**src/rtl/mem_arb_pkg.sv**
```systemverilog
// Shared types and defaults for the unified memory-port arbiter.
package mem_arb_pkg;

    typedef enum logic [1:0] {
        IDLE,
        MEM,
        RESP
    } arb_state_t;

    typedef enum logic {
        REQ_CORE,
        REQ_LDR
    } requester_t;

    localparam int unsigned MEM_TIMEOUT_DEF = 16;

endpackage

```
**src/rtl/mem_port_arbiter_rr_arbiter2.sv**
```systemverilog
// Two-way requester pick: round-robin against last_grant, or loader-wins when FIXED_PRIO != 0.
module rr_arbiter2
    import mem_arb_pkg::*;
#(
    parameter int unsigned FIXED_PRIO = 0
) (
    input  logic [1:0] req,
    input  requester_t last_grant,
    output logic       valid,
    output requester_t grant
);

    always_comb begin
        valid = |req;
        grant = REQ_CORE;
        case (req)
            2'b01:   grant = REQ_CORE;
            2'b10:   grant = REQ_LDR;
            2'b11: begin
                if (FIXED_PRIO != 0) begin
                    grant = REQ_LDR;
                end else begin
                    grant = (last_grant == REQ_LDR) ? REQ_CORE : REQ_LDR;
                end
            end
            default: grant = REQ_CORE;
        endcase
    end

endmodule

```
**src/rtl/mem_port_arbiter.sv**
```systemverilog
// Shares one memory port between the core and the loader with a ready handshake and a
// watchdog that aborts an access after TIMEOUT cycles without mem_ready_i.
module mem_port_arbiter
    import mem_arb_pkg::*;
#(
    parameter int unsigned AW         = 32,
    parameter int unsigned DW         = 32,
    parameter int unsigned TIMEOUT    = MEM_TIMEOUT_DEF,
    parameter int unsigned FIXED_PRIO = 0
) (
    input  logic          clk_i,
    input  logic          reset_ni,
    input  logic          core_req_i,
    input  logic          core_we_i,
    input  logic [AW-1:0] core_addr_i,
    input  logic [DW-1:0] core_wdata_i,
    output logic [DW-1:0] core_rdata_o,
    output logic          core_ack_o,
    output logic          core_stall_o,
    input  logic          ldr_req_i,
    input  logic          ldr_we_i,
    input  logic [AW-1:0] ldr_addr_i,
    input  logic [DW-1:0] ldr_wdata_i,
    output logic [DW-1:0] ldr_rdata_o,
    output logic          ldr_ack_o,
    output logic          err_o,
    output logic          mem_req_o,
    output logic          mem_we_o,
    output logic [AW-1:0] mem_addr_o,
    output logic [DW-1:0] mem_wdata_o,
    input  logic [DW-1:0] mem_rdata_i,
    input  logic          mem_ready_i
);

    localparam int unsigned   CW       = $clog2(TIMEOUT) + 1;
    localparam logic [CW-1:0] CNT_LAST = CW'(TIMEOUT - 1);
    localparam logic [CW-1:0] CNT_SAT  = '1;

    arb_state_t    state_q, state_d;
    requester_t    last_q, last_d;
    requester_t    owner_q, owner_d;
    logic [CW-1:0] cnt_q, cnt_d;
    logic          mem_req_q, mem_req_d;
    logic          mem_we_q, mem_we_d;
    logic [AW-1:0] mem_addr_q, mem_addr_d;
    logic [DW-1:0] mem_wdata_q, mem_wdata_d;
    logic          core_ack_q, core_ack_d;
    logic          ldr_ack_q, ldr_ack_d;
    logic [DW-1:0] core_rdata_q, core_rdata_d;
    logic [DW-1:0] ldr_rdata_q, ldr_rdata_d;
    logic          err_q, err_d;

    logic          pick_valid;
    requester_t    pick;
    logic          finish;
    logic [DW-1:0] finish_data;

    rr_arbiter2 #(
        .FIXED_PRIO(FIXED_PRIO)
    ) u_pick (
        .req       ({ldr_req_i, core_req_i}),
        .last_grant(last_q),
        .valid     (pick_valid),
        .grant     (pick)
    );

    always_comb begin
        state_d      = state_q;
        last_d       = last_q;
        owner_d      = owner_q;
        cnt_d        = cnt_q;
        mem_req_d    = mem_req_q;
        mem_we_d     = mem_we_q;
        mem_addr_d   = mem_addr_q;
        mem_wdata_d  = mem_wdata_q;
        // Response outputs are single-cycle: zero unless set below.
        core_ack_d   = 1'b0;
        ldr_ack_d    = 1'b0;
        core_rdata_d = '0;
        ldr_rdata_d  = '0;
        err_d        = 1'b0;
        finish       = 1'b0;
        finish_data  = '0;

        unique case (state_q)
            IDLE: begin
                if (pick_valid) begin
                    state_d   = MEM;
                    owner_d   = pick;
                    last_d    = pick;
                    cnt_d     = '0;
                    mem_req_d = 1'b1;
                    if (pick == REQ_LDR) begin
                        mem_we_d    = ldr_we_i;
                        mem_addr_d  = ldr_addr_i;
                        mem_wdata_d = ldr_wdata_i;
                    end else begin
                        mem_we_d    = core_we_i;
                        mem_addr_d  = core_addr_i;
                        mem_wdata_d = core_wdata_i;
                    end
                end
            end
            MEM: begin
                if (cnt_q != CNT_SAT) begin
                    cnt_d = cnt_q + CW'(1);
                end
                // Ready has priority over the watchdog in the same cycle.
                if (mem_ready_i) begin
                    finish      = 1'b1;
                    finish_data = mem_rdata_i;
                end else if (cnt_q == CNT_LAST) begin
                    finish = 1'b1;
                    err_d  = 1'b1;
                end
                if (finish) begin
                    state_d   = RESP;
                    mem_req_d = 1'b0;
                    mem_we_d  = 1'b0;
                    if (owner_q == REQ_LDR) begin
                        ldr_ack_d   = 1'b1;
                        ldr_rdata_d = finish_data;
                    end else begin
                        core_ack_d   = 1'b1;
                        core_rdata_d = finish_data;
                    end
                end
            end
            RESP:    state_d = IDLE;
            default: state_d = IDLE;
        endcase
    end

    always_ff @(posedge clk_i) begin
        if (!reset_ni) begin
            state_q      <= IDLE;
            last_q       <= REQ_LDR;
            owner_q      <= REQ_CORE;
            cnt_q        <= '0;
            mem_req_q    <= 1'b0;
            mem_we_q     <= 1'b0;
            mem_addr_q   <= '0;
            mem_wdata_q  <= '0;
            core_ack_q   <= 1'b0;
            ldr_ack_q    <= 1'b0;
            core_rdata_q <= '0;
            ldr_rdata_q  <= '0;
            err_q        <= 1'b0;
        end else begin
            state_q      <= state_d;
            last_q       <= last_d;
            owner_q      <= owner_d;
            cnt_q        <= cnt_d;
            mem_req_q    <= mem_req_d;
            mem_we_q     <= mem_we_d;
            mem_addr_q   <= mem_addr_d;
            mem_wdata_q  <= mem_wdata_d;
            core_ack_q   <= core_ack_d;
            ldr_ack_q    <= ldr_ack_d;
            core_rdata_q <= core_rdata_d;
            ldr_rdata_q  <= ldr_rdata_d;
            err_q        <= err_d;
        end
    end

    assign core_rdata_o = core_rdata_q;
    assign core_ack_o   = core_ack_q;
    assign core_stall_o = core_req_i & ~core_ack_q;
    assign ldr_rdata_o  = ldr_rdata_q;
    assign ldr_ack_o    = ldr_ack_q;
    assign err_o        = err_q;
    assign mem_req_o    = mem_req_q;
    assign mem_we_o     = mem_we_q;
    assign mem_addr_o   = mem_addr_q;
    assign mem_wdata_o  = mem_wdata_q;

endmodule
```
**config.mk**
```make
export PLATFORM = sky130hd
export DESIGN_NAME = mem_port_arbiter
export DESIGN_NICKNAME = d
export VERILOG_FILES = /design/src/rtl/mem_arb_pkg.sv /design/src/rtl/mem_port_arbiter_rr_arbiter2.sv /design/src/rtl/mem_port_arbiter.sv
export SDC_FILE = /design/constraint.sdc
export NUM_CORES = 1
export LEC_CHECK = 0
export BUFFER_PORTS_ARGS = -buffer_cell sky130_fd_sc_hd__clkbuf_2
export CORE_AREA = 5 5 114 116
export CTS_CLUSTER_SIZE = 14
export DETAILED_ROUTE_END_ITERATION = 6
export DIE_AREA = 0 0 119 121
export PLACE_DENSITY = 0.87
export REMOVE_ABC_BUFFERS = 1
export SYNTH_ARGS = -nofsm -noshare
export SYNTH_HDL_FRONTEND = slang
export SYNTH_SLANG_ARGS = --single-unit
```
**constraint.sdc**
```tcl
create_clock -name clk_i -period 2.9 [get_ports clk_i]
set_input_delay 0 -clock clk_i [delete_from_list [all_inputs] [get_ports clk_i]]
set_output_delay 0 -clock clk_i [all_outputs]
set_load 0.02 [all_outputs]
```
Yosys cells after proc, flatten, opt, wreduce, memory -nomap -nowiden. Cells that the tools add are included.

Add/subtract/negate cells: 1. Equality and inequality tests: 8. Multiplexer cells: 22. Bitwise operators: 5. Reduce and logical (&&, ||, !) cells: 11.

Operators with widths (count): 2-to-1 mux 32 bit (3); 2-to-1 mux 1 bit (10); 2-to-1 mux 5 bit (2); case mux 5 bit (2 select lines) (1); AND reduction 3 bit (3); inequality test 2 bit (second input constant) (3); case mux 1 bit (2 select lines) (3); adder 5 x 1 -> 5 bit (second input constant) (1); == test 5 x 4 -> 1 bit (second input constant) (1); inequality test 5 bit (second input constant) (1); == test 2 bit (second input constant) (2); 2-to-1 mux 2 bit (2); inverter 1 bit (4); case mux 2 bit (2 select lines) (1); AND reduction 2 bit (2); AND reduction 4 bit (1); OR reduction 4 bit (1); OR reduction 3 bit (1); == test 2 x 1 -> 1 bit (second input constant) (1); logical NOT 2 bit (1); nonzero test 2 bit (1); OR reduction 2 bit (1); AND 1 bit (1).

Register bits after elaboration: 142.

Longest topological paths before layout. Gate-level depths: netlist of the first run.

Depth in word-level cells: 6. Mapped depth: 8. Depth with buffers taken out: 6.

By module. A second synthesis of the first run with hierarchy kept.

Cells, all modules: 533. Area total of the unflattened synthesis: 5430.2 um2.

By module, submodules not included: mem_port_arbiter (instances 1, cells an instance 531, area each 5416.4 um2, seq. area each 2842.7 um2); rr_arbiter2 (instances 1, cells an instance 2, area each 13.8 um2, seq. area each 0.0 um2).

Least setup slack after synthesis of the first run. OpenSTA, ideal clock, no wires.

Path kind: reg2reg. From: register cnt_q[0]. To: register core_rdata_q[10] (netlist: core_rdata_o[10]). Arrival: 1.706 ns. Data required time: 2.772 ns. Path slack: 1.066 ns. Stages on the path, launching flop included: 9. Period minus slack after synthesis: 1.834 ns. Cell sequence: dfxtp_1 -> ha_1 -> and3_1 -> ha_1 -> nor2_1 -> or3_1 -> clkbuf_1 -> clkbuf_1 -> nor2_1.

Longest elaborated chain between the ends: 6.

RTL lines: start, declared (line mem_port_arbiter.sv:42) `logic [CW-1:0] cnt_q, cnt_d;`; start signal, assigned (line mem_port_arbiter.sv:153) `cnt_q <= cnt_d;`; == test 5 x 4 -> 1 bit (line mem_port_arbiter.sv:112) `end else if (cnt_q == CNT_LAST) begin`; 2-to-1 mux 1 bit (line mem_port_arbiter.sv:112); 2-to-1 mux 1 bit (line mem_port_arbiter.sv:109) `if (mem_ready_i) begin`; 2-to-1 mux 1 bit (line mem_port_arbiter.sv:85) `unique case (state_q)`; inverter 1 bit (no line); OR reduction 4 bit (no line); end signal, assigned (line mem_port_arbiter.sv:160) `core_rdata_q <= core_rdata_d;`; end, declared (line mem_port_arbiter.sv:49) `logic [DW-1:0] core_rdata_q, core_rdata_d;`.

No other way between the ends. The select of a mux whose other input is x is not followed. A chain may end at the register's enable or synchronous reset.

Worst setup path after layout of the first run.
From: register state_q[1]. To: register mem_addr_q[27] (netlist: mem_addr_o[27]).

Longest elaborated chain between the ends: 2.

RTL lines: start, declared (line mem_port_arbiter.sv:39) `arb_state_t state_q, state_d;`; start signal, assigned (line mem_port_arbiter.sv:150) `state_q <= state_d;`; logical NOT 2 bit (line mem_port_arbiter.sv:85); AND reduction 2 bit (no line); end signal, assigned (line mem_port_arbiter.sv:156) `mem_addr_q <= mem_addr_d;`; end, declared (line mem_port_arbiter.sv:45) `logic [AW-1:0] mem_addr_q, mem_addr_d;`.

No other way between the ends.

==> impl_metrics.py, run 1 <==
metrics = {
    "worst_hold_path": {
        "hold_path_class": "in2reg",
        "hold-path-cell-count": 4,
    },
    "floorplanning": {
        "core-area_um2": 11810,
        "die_y_um": 121,
        "rows": 40,
        "ios": 301,
        "design.die.area_um2": 14400,
        "initial_core_util_pct": 42.96,
        "die_x_um": 119,
    },
    "sta": {
        "worst_pin_slew_ps": 831.4,
        "setup_viol": 0,
        "min_period_over_period_pct": 89.79,
        "slew_violations": 0,
        "fin_skew_ps": 8.067,
        "max_slew_margin_pct": 44.57,
        "rsz0062_at_grt": "no",
        "hold_viol_final": 0,
        "finalSetupTns_ps": 0,
        "fin_hold_ws_ps": 22.49,
        "min_period_ps": 2604,
        "setup_ws_ps": 296.2,
        "max_freq_mhz": 384.1,
    },
    "critical_path": {
        "startpoint_type": "flop",
        "r2r-start": "state_q[1]",
        "path_cells": "or3b_4 -> a211oi_4 -> buf_4 -> a221o_1 -> dlygate4sd3_1",
        "path_max_fanout": 47,
        "critPathMaxStageDelay_ps": 640,
        "cp_num_buf_inv": 2,
        "worstSetupPathType": "reg2reg",
        "crit_path_end_kind": "flop",
        "rr_endpoint": "mem_addr_o[27]",
        "path_depth": 5,
        "crit_family": "buffers and inverters",
        "critPathRequiredTime_ps": 3250,
        "cp-startpoint": "state_q[1]",
        "crit_arrival_ps": 2950,
        "ff2ff_path_depth": 5,
        "endpoint": "mem_addr_o[27]",
        "slowest_stage": "or3b_4",
        "rrSetupSlack_ps": 300,
    },
    "logic_synthesis": {
        "synthDistinctLibCells": 41,
        "ys_seq_area_share_pct": 56.03,
        "yosysTopAreaCell": "dfxtp_1",
        "yosysWarnings": 0,
        "avgSynthCellArea_um2": 10.13,
        "ys_ff_latch": 142,
        "synth_top_area_share_pct": 56.03,
        "synth_cells": 501,
        "syn-cell-area_um2": 5074,
        "netlist_top_cells_area": "dfxtp_1 (56%), a221o_1 (8.7%), o2bb2ai_2 (5.3%)",
    },
    "final_layout": {
        "final_nets": 1088,
        "num_antenna_cells": 0,
        "layout_commonest_cell": "clkbuf_2",
        "final_layout_size_suffix_gt1_share_pct": 38.99,
        "final_cell_mix": "clkbuf_2 (300), dfxtp_1 (142), dlygate4sd3_1 (128)",
        "area_growth_pct": 68.31,
    },
    "run_status": {
        "status": "completed",
    },
    "clock_tree": {
        "cts.sinks": 142,
        "h-tree-depth": 4,
        "worstSkewPairLatency_ps": 410,
        "postCtsHoldBufs": 128,
        "cts.clk_slew.worst_paths_ps": 60,
        "clockBufferDepth": 2,
        "cts-resized-gates": 0,
        "tritoncts": "built",
        "cts_buffers": 17,
        "postCtsSetupRepairBufs": 0,
        "cts-root-buf": "clkbuf_16",
    },
    "power_and_ir_drop": {
        "p_leak_nw": 4.313,
        "p_clk_share_pct": 41.5,
        "switching_share_pct": 28.36,
        "p_int_mw": 3.812,
        "combPwrFrac_pct": 17.9,
        "ir_worst_vdd_mv": 0.5196,
        "seqPwrFrac_pct": 40.6,
        "switching_power_mw": 1.509,
        "pwr_density_cell_nw_per_um2": 623.0,
    },
    "drt": {
        "drt_wl_total_um": 21460,
        "vias_per_cell": 5.381,
        "wl_per_cell_um": 19.91,
        "vias": 5801,
        "drt_pre_antenna_iters": 7,
        "final_antenna_net_count": 0,
        "route.detailed.drc": 0,
        "drt_iter0_markers": 747,
    },
    "global_routing": {
        "grtUsageTotal_pct": 29.30,
        "grt_pass1_vias": 6186,
        "gr-total-overflow": 0,
        "grt_max_degree": 67,
        "grt_pass1_wl_um": 33110,
        "antenna_found_initial": 0,
    },
    "placed_design": {
        "numPortBuffers": 300,
        "hpwlAfterDp_um": 11590,
        "pre_cts_slack_ps": 881.3,
        "place_congestion": 0.8250,
    },
    "flow_run": {
        "cap_violations": 0,
    },
}
flip-flops by register name (all words and copies together) (netlist names):
| register | cells |
|---|---|
| cnt_q | 5 |
| mem_addr_o | 32 |
| err_o | 1 |
| state_q | 2 |
| mem_we_o | 1 |
| last_q | 1 |
| mem_req_o | 1 |
| owner_q | 1 |
| core_ack_o | 1 |
| mem_wdata_o | 32 |
| ldr_ack_o | 1 |
| core_rdata_o | 32 |
| ldr_rdata_o | 32 |
how the worst min path moves through the flow:
stage                    start  slack, ps        endpoint
6_report            core_req_i         20        mem_we_o
3_3_place_gp   core_addr_i[27]        220  mem_addr_o[27]
2_1_floorplan      mem_ready_i         80           err_o
5_1_grt             core_req_i         30        mem_we_o
3_5_place_dp   core_wdata_i[6]        230  mem_wdata_o[6]
4_1_cts         ldr_addr_i[12]       0.04  mem_addr_o[12]
synthesized netlist by cell type (all sizes together):
cell	count
o2bb2ai	21
a21boi	3
a22oi	1
nand2b	1
nand3	3
xor2	1
and2	1
or2	3
o211a	1
a21oi	1
o21ai	3
a211oi	1
o31ai	1
o211ai	2
a21bo	1
and3	1
dfxtp	142
o21a	1
nor2	69
or4bb	1
nand3b	1
nand2	33
nor3	45
nor3b	3
ha	3
or3b	1
mux2i	21
and3b	1
or3	1
or4	2
buf	14
a21o	1
clkbuf	24
a221o	44
inv	49
final cells by class:
cell class                 instances  area, um^2
sequential                       142        2843
fill                             740        3272
timing repair buffer             436        2868
clock inverter                    14       156.4
clock buffer                      18       439.2
inverter                          49       183.9
tap                              147       183.9
multi-input combinational        272        1866
layer usage:
layer  wire length [um]  track usage (%)  vias to the layer above
met5                  0                0                        -
met1               7246            29.92                     2666
li1                   -                -                     2566
met4               1389            18.39                        0
met2              10670            50.58                      446
met3               2160            10.96                      123
power groups by stage:
stage / Sequential, mW / Clock, mW / Combinational (mW)
2_1_floorplan: 2.32 / 0 / 0.270
3_3_place_gp: 2.18 / 0 / 0.727
3_5_place_dp: 2.19 / 0 / 0.740
4_1_cts: 2.15 / 2.22 / 0.903
5_1_grt: 2.17 / 2.33 / 0.999
6_report: 2.16 / 2.21 / 0.950
kinds of logic after synthesis:
kind of cell | count (synthesis) | share of synthesized area [%]
simple gates | 166 | 14.65
flops | 142 | 56.03
buf+inv | 87 | 7.226
compound gates | 81 | 17.04
mux | 21 | 4.143
fa+ha+maj | 3 | 0.7399
xor+xnor | 1 | 0.1727
worst reg2reg max path: cells and delay by family (launching register included):
| kind | cells | cell delay (ps) |
|---|---|---|
| AOI/OAI and AO/OA | 2 | 510 |
| and+or+nand+nor | 1 | 640 |
| buffers and inverters | 2 | 1040 |
| DFF | 1 | 360 |
stage by stage:
step	utilization, %	power (mW)	instance area, um^2	instances
after floorplan	-	2.585	4891	463
after global placement	56.41	2.908	6663	918
after detailed placement	56.41	2.925	6663	918
after CTS	72.30	5.266	8539	1078
after global routing	72.30	5.497	8539	1078
final	72.30	5.320	8539	1078
Note: power is estimated with default switching activity, not from simulation.
==> inputs of run 2 (changes only) <==
--- a/config.mk
+++ b/config.mk
@@ -10,8 +10,9 @@
 export CTS_CLUSTER_SIZE = 14
 export DETAILED_ROUTE_END_ITERATION = 6
 export DIE_AREA = 0 0 119 121
-export PLACE_DENSITY = 0.87
+export PLACE_DENSITY = 0.8
 export REMOVE_ABC_BUFFERS = 1
+export SETUP_SLACK_MARGIN = 0.3
 export SYNTH_ARGS = -nofsm -noshare
 export SYNTH_HDL_FRONTEND = slang
 export SYNTH_SLANG_ARGS = --single-unit
==> constraint.sdc (replaced) <==
create_clock -name clk_i -period 2.9 [get_ports clk_i]
set_input_delay 0.145 -clock clk_i [delete_from_list [all_inputs] [get_ports clk_i]]
set_output_delay 0.145 -clock clk_i [all_outputs]
set_load 0.02 [all_outputs]
==> run 2 against run 1 <==
  * Non-clock buffer count fell by 40
  * Via count is 8.3% lower
  * Setup slack better by 450 ps
  * Hold slack worse by 5.6 ps
  * Utilization fell by 3.4 points
  * Cell count decreased by 3.6%
  * Critical endpoint is now mem_wdata_o[26]
==> impl_metrics.py, run 2 (synthesized netlist as in run 1, its figures left out) <==
metrics = {
    "final_layout": {
        "final_nets": 1048,
        "layout_commonest_cell": "clkbuf_2",
        "area_growth_pct": 60.47,
        "final_cell_mix": "clkbuf_2 (300), dfxtp_1 (142), dlygate4sd3_1 (89)",
        "final_layout_size_suffix_gt1_share_pct": 40.40,
        "fin_util_pct": 68.93,
        "finalInstanceArea_um2": 8142,
        "nFillCells": 840,
    },
    "drt": {
        "vias": 5322,
        "drt_pre_antenna_iters": 5,
        "drt-met1-wl_um": 6844,
        "top_layer": "met4",
        "final_antenna_net_count": 0,
        "wl_per_cell_um": 18.90,
        "drt_wl_total_um": 19640,
        "vias_per_cell": 5.122,
        "met2_length_um": 10110,
        "drt_iter0_markers": 705,
        "route.detailed.drc": 0,
        "wl_met3_um": 2190,
    },
    "floorplanning": {
        "die_x_um": 119,
        "design.die.area_um2": 14400,
        "core-area_um2": 11810,
        "die_y_um": 121,
        "ios": 301,
        "rows": 40,
        "initial_core_util_pct": 42.96,
    },
    "sta": {
        "slew_violations": 0,
        "rsz0062_at_grt": "no",
        "min_period_over_period_pct": 74.20,
        "max_freq_mhz": 464.8,
        "fin_hold_ws_ps": 16.84,
        "fin_skew_ps": 12.79,
        "max_slew_margin_pct": 54.23,
        "setup_ws_ps": 748.3,
        "worst_pin_slew_ps": 686.5,
        "min_period_ps": 2152,
        "setup_viol": 0,
        "hold_viol_final": 0,
        "finalSetupTns_ps": 0,
    },
    "critical_path": {
        "worstSetupPathType": "reg2reg",
        "crit_path_end_kind": "flop",
        "crit_arrival_ps": 2440,
        "startpoint_type": "flop",
        "path_max_fanout": 44,
        "critPathRequiredTime_ps": 3190,
    },
    "clock_tree": {
        "cts.sinks": 142,
        "clockBufferDepth": 2,
        "postCtsSetupRepairBufs": 0,
        "tritoncts": "built",
        "worstSkewPairLatency_ps": 420,
        "h-tree-depth": 4,
        "cts-root-buf": "clkbuf_16",
        "cts_buffers": 17,
        "cts.clk_slew.worst_paths_ps": 60,
    },
    "global_routing": {
        "grt_max_degree": 48,
        "grt_pass1_wl_um": 30310,
        "gr-total-overflow": 0,
        "grt_pass1_vias": 5559,
        "antenna_found_initial": 0,
        "grtUsageTotal_pct": 26.91,
    },
    "flow_run": {
        "cap_violations": 0,
    },
    "placed_design": {
        "numPortBuffers": 300,
        "place_area_um2": 6655,
        "place_congestion": 0.8089,
        "pre_cts_slack_ps": 837.6,
        "hpwlAfterDp_um": 12020,
    },
    "power_and_ir_drop": {
        "p_leak_nw": 4.129,
        "pwr_density_cell_nw_per_um2": 636.2,
        "ir_worst_vdd_mv": 0.5462,
    },
    "worst_hold_path": {
        "hold_path_class": "in2reg",
    },
    "run_status": {
        "status": "completed",
    },
}
## run 2: changes by cell type in the layout (fill, tap and decap cells not counted), moves of 2 or more
cell and delta:
clkinv_4 +4, dlygate4sd3_1 -39, clkbuf_1 +2, inv_6 -4
## run 2: worst max-delay path, cell delays in order (launching register included)
cell	delay, ps
dfxtp_1	330
a21bo_2	480
buf_12	330
mux2i_1	230
dlygate4sd3_1	590
o2bb2ai_2	50
## run 2: area by class of cell
cell class                      count  area [um^2]  share of cell area, %
Clock inverter                     11        132.6                  1.629
Sequential cell                   142         2843                  34.92
Antenna cell                        1        2.502                0.03074
Timing Repair Buffer              396         2470                  30.34
Multi-Input combinational cell    272         1866                  22.91
Clock buffer                       21        460.4                  5.655
Inverter                           49        183.9                  2.259
Tap cell                          147        183.9                  2.259
## run 2: final timing paths
check | from | endpoint | slack, ps | cells after the start
setup reg to reg | last_q | mem_wdata_o[26] | 750 | 5
hold reg to reg | mem_addr_o[3] | mem_addr_o[3] | 470 | 1
hold / removal | core_addr_i[8] | mem_addr_o[8] | 20 | 3
setup / recovery | last_q | mem_wdata_o[26] | 750 | 5
## run 2: metrics by stage
| step | total power, mW | cells |
|---|---|---|
| after floorplan | 2.585 | 463 |
| after global placement | 2.913 | 917 |
| after detailed placement | 2.926 | 917 |
| after CTS | 5.189 | 1038 |
| after global routing | 5.385 | 1038 |
| final | 5.179 | 1039 |
## run 2: metal layers
layer	global-route usage [%]	vias to the layer above
li1	-	2478
met1	28.31	2481
met2	47.65	328
met3	12.49	35
met4	8.617	0
met5	0	-
## run 2: power breakdown
| part | switching, mW | leakage, nW | internal [mW] |
|---|---|---|---|
| combinational | 0.484 | 2.69 | 0.375 |
| sequential | 0.0780 | 1.16 | 2.07 |
| clock | 0.848 | 0.284 | 1.32 |
## run 2: repair_timing
action,4_1_cts,5_1_grt
hold buffers,89,0
endpoints found under the hold margin,112,0
resized for setup,0,0
==> inputs of run 3 (changes only) <==
--- a/config.mk
+++ b/config.mk
@@ -6,11 +6,11 @@
 export NUM_CORES = 1
 export LEC_CHECK = 0
 export BUFFER_PORTS_ARGS = -buffer_cell sky130_fd_sc_hd__clkbuf_2
-export CORE_AREA = 5 5 114 116
+export CORE_MARGIN = 5
+export CORE_UTILIZATION = 43
 export CTS_CLUSTER_SIZE = 14
 export DETAILED_ROUTE_END_ITERATION = 6
-export DIE_AREA = 0 0 119 121
-export PLACE_DENSITY = 0.8
+export PLACE_DENSITY = 0.79
 export REMOVE_ABC_BUFFERS = 1
 export SETUP_SLACK_MARGIN = 0.3
 export SYNTH_ARGS = -nofsm -noshare
==> constraint.sdc (replaced) <==
create_clock -name clk_i -period 2.2 [get_ports clk_i]
set_input_delay 0.11 -clock clk_i [delete_from_list [all_inputs] [get_ports clk_i]]
set_output_delay 0.11 -clock clk_i [all_outputs]
set_load 0.02 [all_outputs]
==> run 3 against run 2 <==
  * Register-to-register slack got worse by 390 ps
  * Setup slack got worse by 390 ps
  * Hold slack improved by 13 ps
  * First-iteration DRC count increased by 7.2%
  * Clock power increased by 28%
  * Sequential cell count unchanged
  * Critical path type unchanged
  * Largest cell class unchanged
==> impl_metrics.py, run 3 (synthesized netlist as in run 1, its figures left out) <==
metrics = {
    "floorplanning": {
        "rows": 39,
        "die_y_um": 118.6,
        "ios": 301,
        "design.die.area_um2": 14070,
        "die_x_um": 118.6,
        "core-area_um2": 11520,
        "initial_core_util_pct": 44.06,
    },
    "sta": {
        "min_period_over_period_pct": 83.91,
        "worst_pin_slew_ps": 511.3,
        "min_period_ps": 1846,
        "max_slew_margin_pct": 65.65,
        "max_freq_mhz": 541.7,
        "setup_viol": 0,
        "slew_violations": 0,
        "finalSetupTns_ps": 0,
        "hold_viol_final": 0,
        "fin_hold_ws_ps": 29.76,
        "fin_skew_ps": 11.53,
        "rsz0062_at_grt": "no",
        "setup_ws_ps": 353.9,
    },
    "placed_design": {
        "pre_cts_slack_ps": 284.4,
        "place_congestion": 0.8321,
        "numPortBuffers": 300,
        "dp.cells": 915,
        "hpwlAfterDp_um": 11440,
    },
    "clock_tree": {
        "cts_buffers": 17,
        "worstSkewPairLatency_ps": 420,
        "cts.sinks": 142,
        "cts-root-buf": "clkbuf_16",
        "tritoncts": "built",
        "clockBufferDepth": 2,
        "h-tree-depth": 4,
        "cts.clk_slew.worst_paths_ps": 60,
    },
    "critical_path": {
        "path_cells": "a21bo_2 -> buf_6 -> mux2i_1 -> dlygate4sd3_1 -> o2bb2ai_2",
        "critPathMaxStageDelay_ps": 620,
        "critPathRequiredTime_ps": 2490,
        "crit_family": "buffers and inverters",
        "cp_num_buf_inv": 2,
        "startpoint_type": "flop",
        "crit_path_end_kind": "flop",
        "path_max_fanout": 24,
        "worstSetupPathType": "reg2reg",
        "slowest_stage": "dlygate4sd3_1",
        "crit_arrival_ps": 2140,
    },
    "power_and_ir_drop": {
        "p_clk_share_pct": 40.5,
        "ir_worst_vdd_mv": 0.8789,
        "p_leak_nw": 4.262,
        "pwr_density_cell_nw_per_um2": 807.2,
        "combPwrFrac_pct": 17.9,
        "p_int_mw": 4.885,
        "seqPwrFrac_pct": 41.6,
        "switching_power_mw": 1.936,
        "switching_share_pct": 28.38,
    },
    "run_status": {
        "status": "completed",
    },
    "drt": {
        "final_antenna_net_count": 0,
        "route.detailed.drc": 0,
        "drt_pre_antenna_iters": 5,
        "vias": 5536,
        "vias_per_cell": 5.198,
        "wl_per_cell_um": 19.68,
        "drt_wl_total_um": 20950,
        "drt_iter0_markers": 756,
    },
    "final_layout": {
        "layout_commonest_cell": "clkbuf_2",
        "fin_util_pct": 73.38,
        "area_growth_pct": 66.56,
        "stdcell_count": 1065,
        "final_layout_size_suffix_gt1_share_pct": 40.28,
        "final_cell_mix": "clkbuf_2 (300), dfxtp_1 (141), dlygate4sd3_1 (116)",
        "nFillCells": 736,
        "final_nets": 1078,
    },
    "global_routing": {
        "grt_pass1_vias": 5843,
        "grt_pass1_wl_um": 32840,
        "gr-total-overflow": 0,
        "grt_max_degree": 70,
        "antenna_found_initial": 1,
        "grtUsageTotal_pct": 29.40,
    },
    "worst_hold_path": {
        "hold_path_class": "in2reg",
    },
    "flow_run": {
        "cap_violations": 0,
    },
}
-- run 3: per-stage QoR --
| step | power (mW) | instance area (um^2) |
|---|---|---|
| floorplan | 3.408 | 4891 |
| global placement | 3.845 | 6690 |
| detailed placement | 3.860 | 6690 |
| CTS | 6.793 | 8428 |
| global route | 7.078 | 8451 |
| finish | 6.822 | 8451 |
-- run 3: worst min-delay path, stage by stage --
cell      delay (ps)
clkbuf_2          80
mux2i_1           50
a22oi_1          160
-- run 3: routing by layer --
metal | GRT usage, % | vias up | part of all wire (%)
li1 | - | 2551 | -
met1 | 31.79 | 2590 | 35
met2 | 51.26 | 351 | 51
met3 | 12.66 | 44 | 11
met4 | 10.57 | 0 | 2.8
met5 | 0 | - | 0
-- run 3: power groups by stage --
stage                     sequential, mW  clock, mW  combinational (mW)
after floorplan                     3.05          0               0.356
after global placement              2.87          0               0.972
after detailed placement            2.88          0               0.984
after CTS                           2.82       2.80                1.17
after global routing                2.85       2.94                1.29
final                               2.84       2.77                1.22
-- run 3: final timing paths --
| kind | startpoint | to | slack, ps | depth (start not counted) |
|---|---|---|---|---|
| worst max-delay path | last_q | mem_addr_o[1] | 350 | 5 |
| worst min-delay path | ldr_we_i | mem_we_o | 30 | 3 |
| worst max register to register | last_q | mem_addr_o[1] | 350 | 5 |
| worst min register to register | mem_wdata_o[23] | mem_wdata_o[23] | 470 | 1 |
-- run 3: timing repair --
item | CTS | global route
pin swaps | 1 | 1
endpoints found under the setup margin | 1 | 54
endpoints found under the hold margin | 129 | 0
gates resized for setup | 1 | 7
setup buffers | 1 | 0
hold buffers | 116 | 0
-- run 3: cell type report --
cell class | instances | area (um^2) | share of cell area, %
multi-input combinational | 272 | 1881 | 22.25
clock buffer | 18 | 439.2 | 5.197
tap | 143 | 178.9 | 2.117
inverter | 49 | 183.9 | 2.176
clock inverter | 14 | 130.1 | 1.540
timing repair buffer | 426 | 2791 | 33.03
antenna | 1 | 2.502 | 0.02961
sequential | 142 | 2844 | 33.65
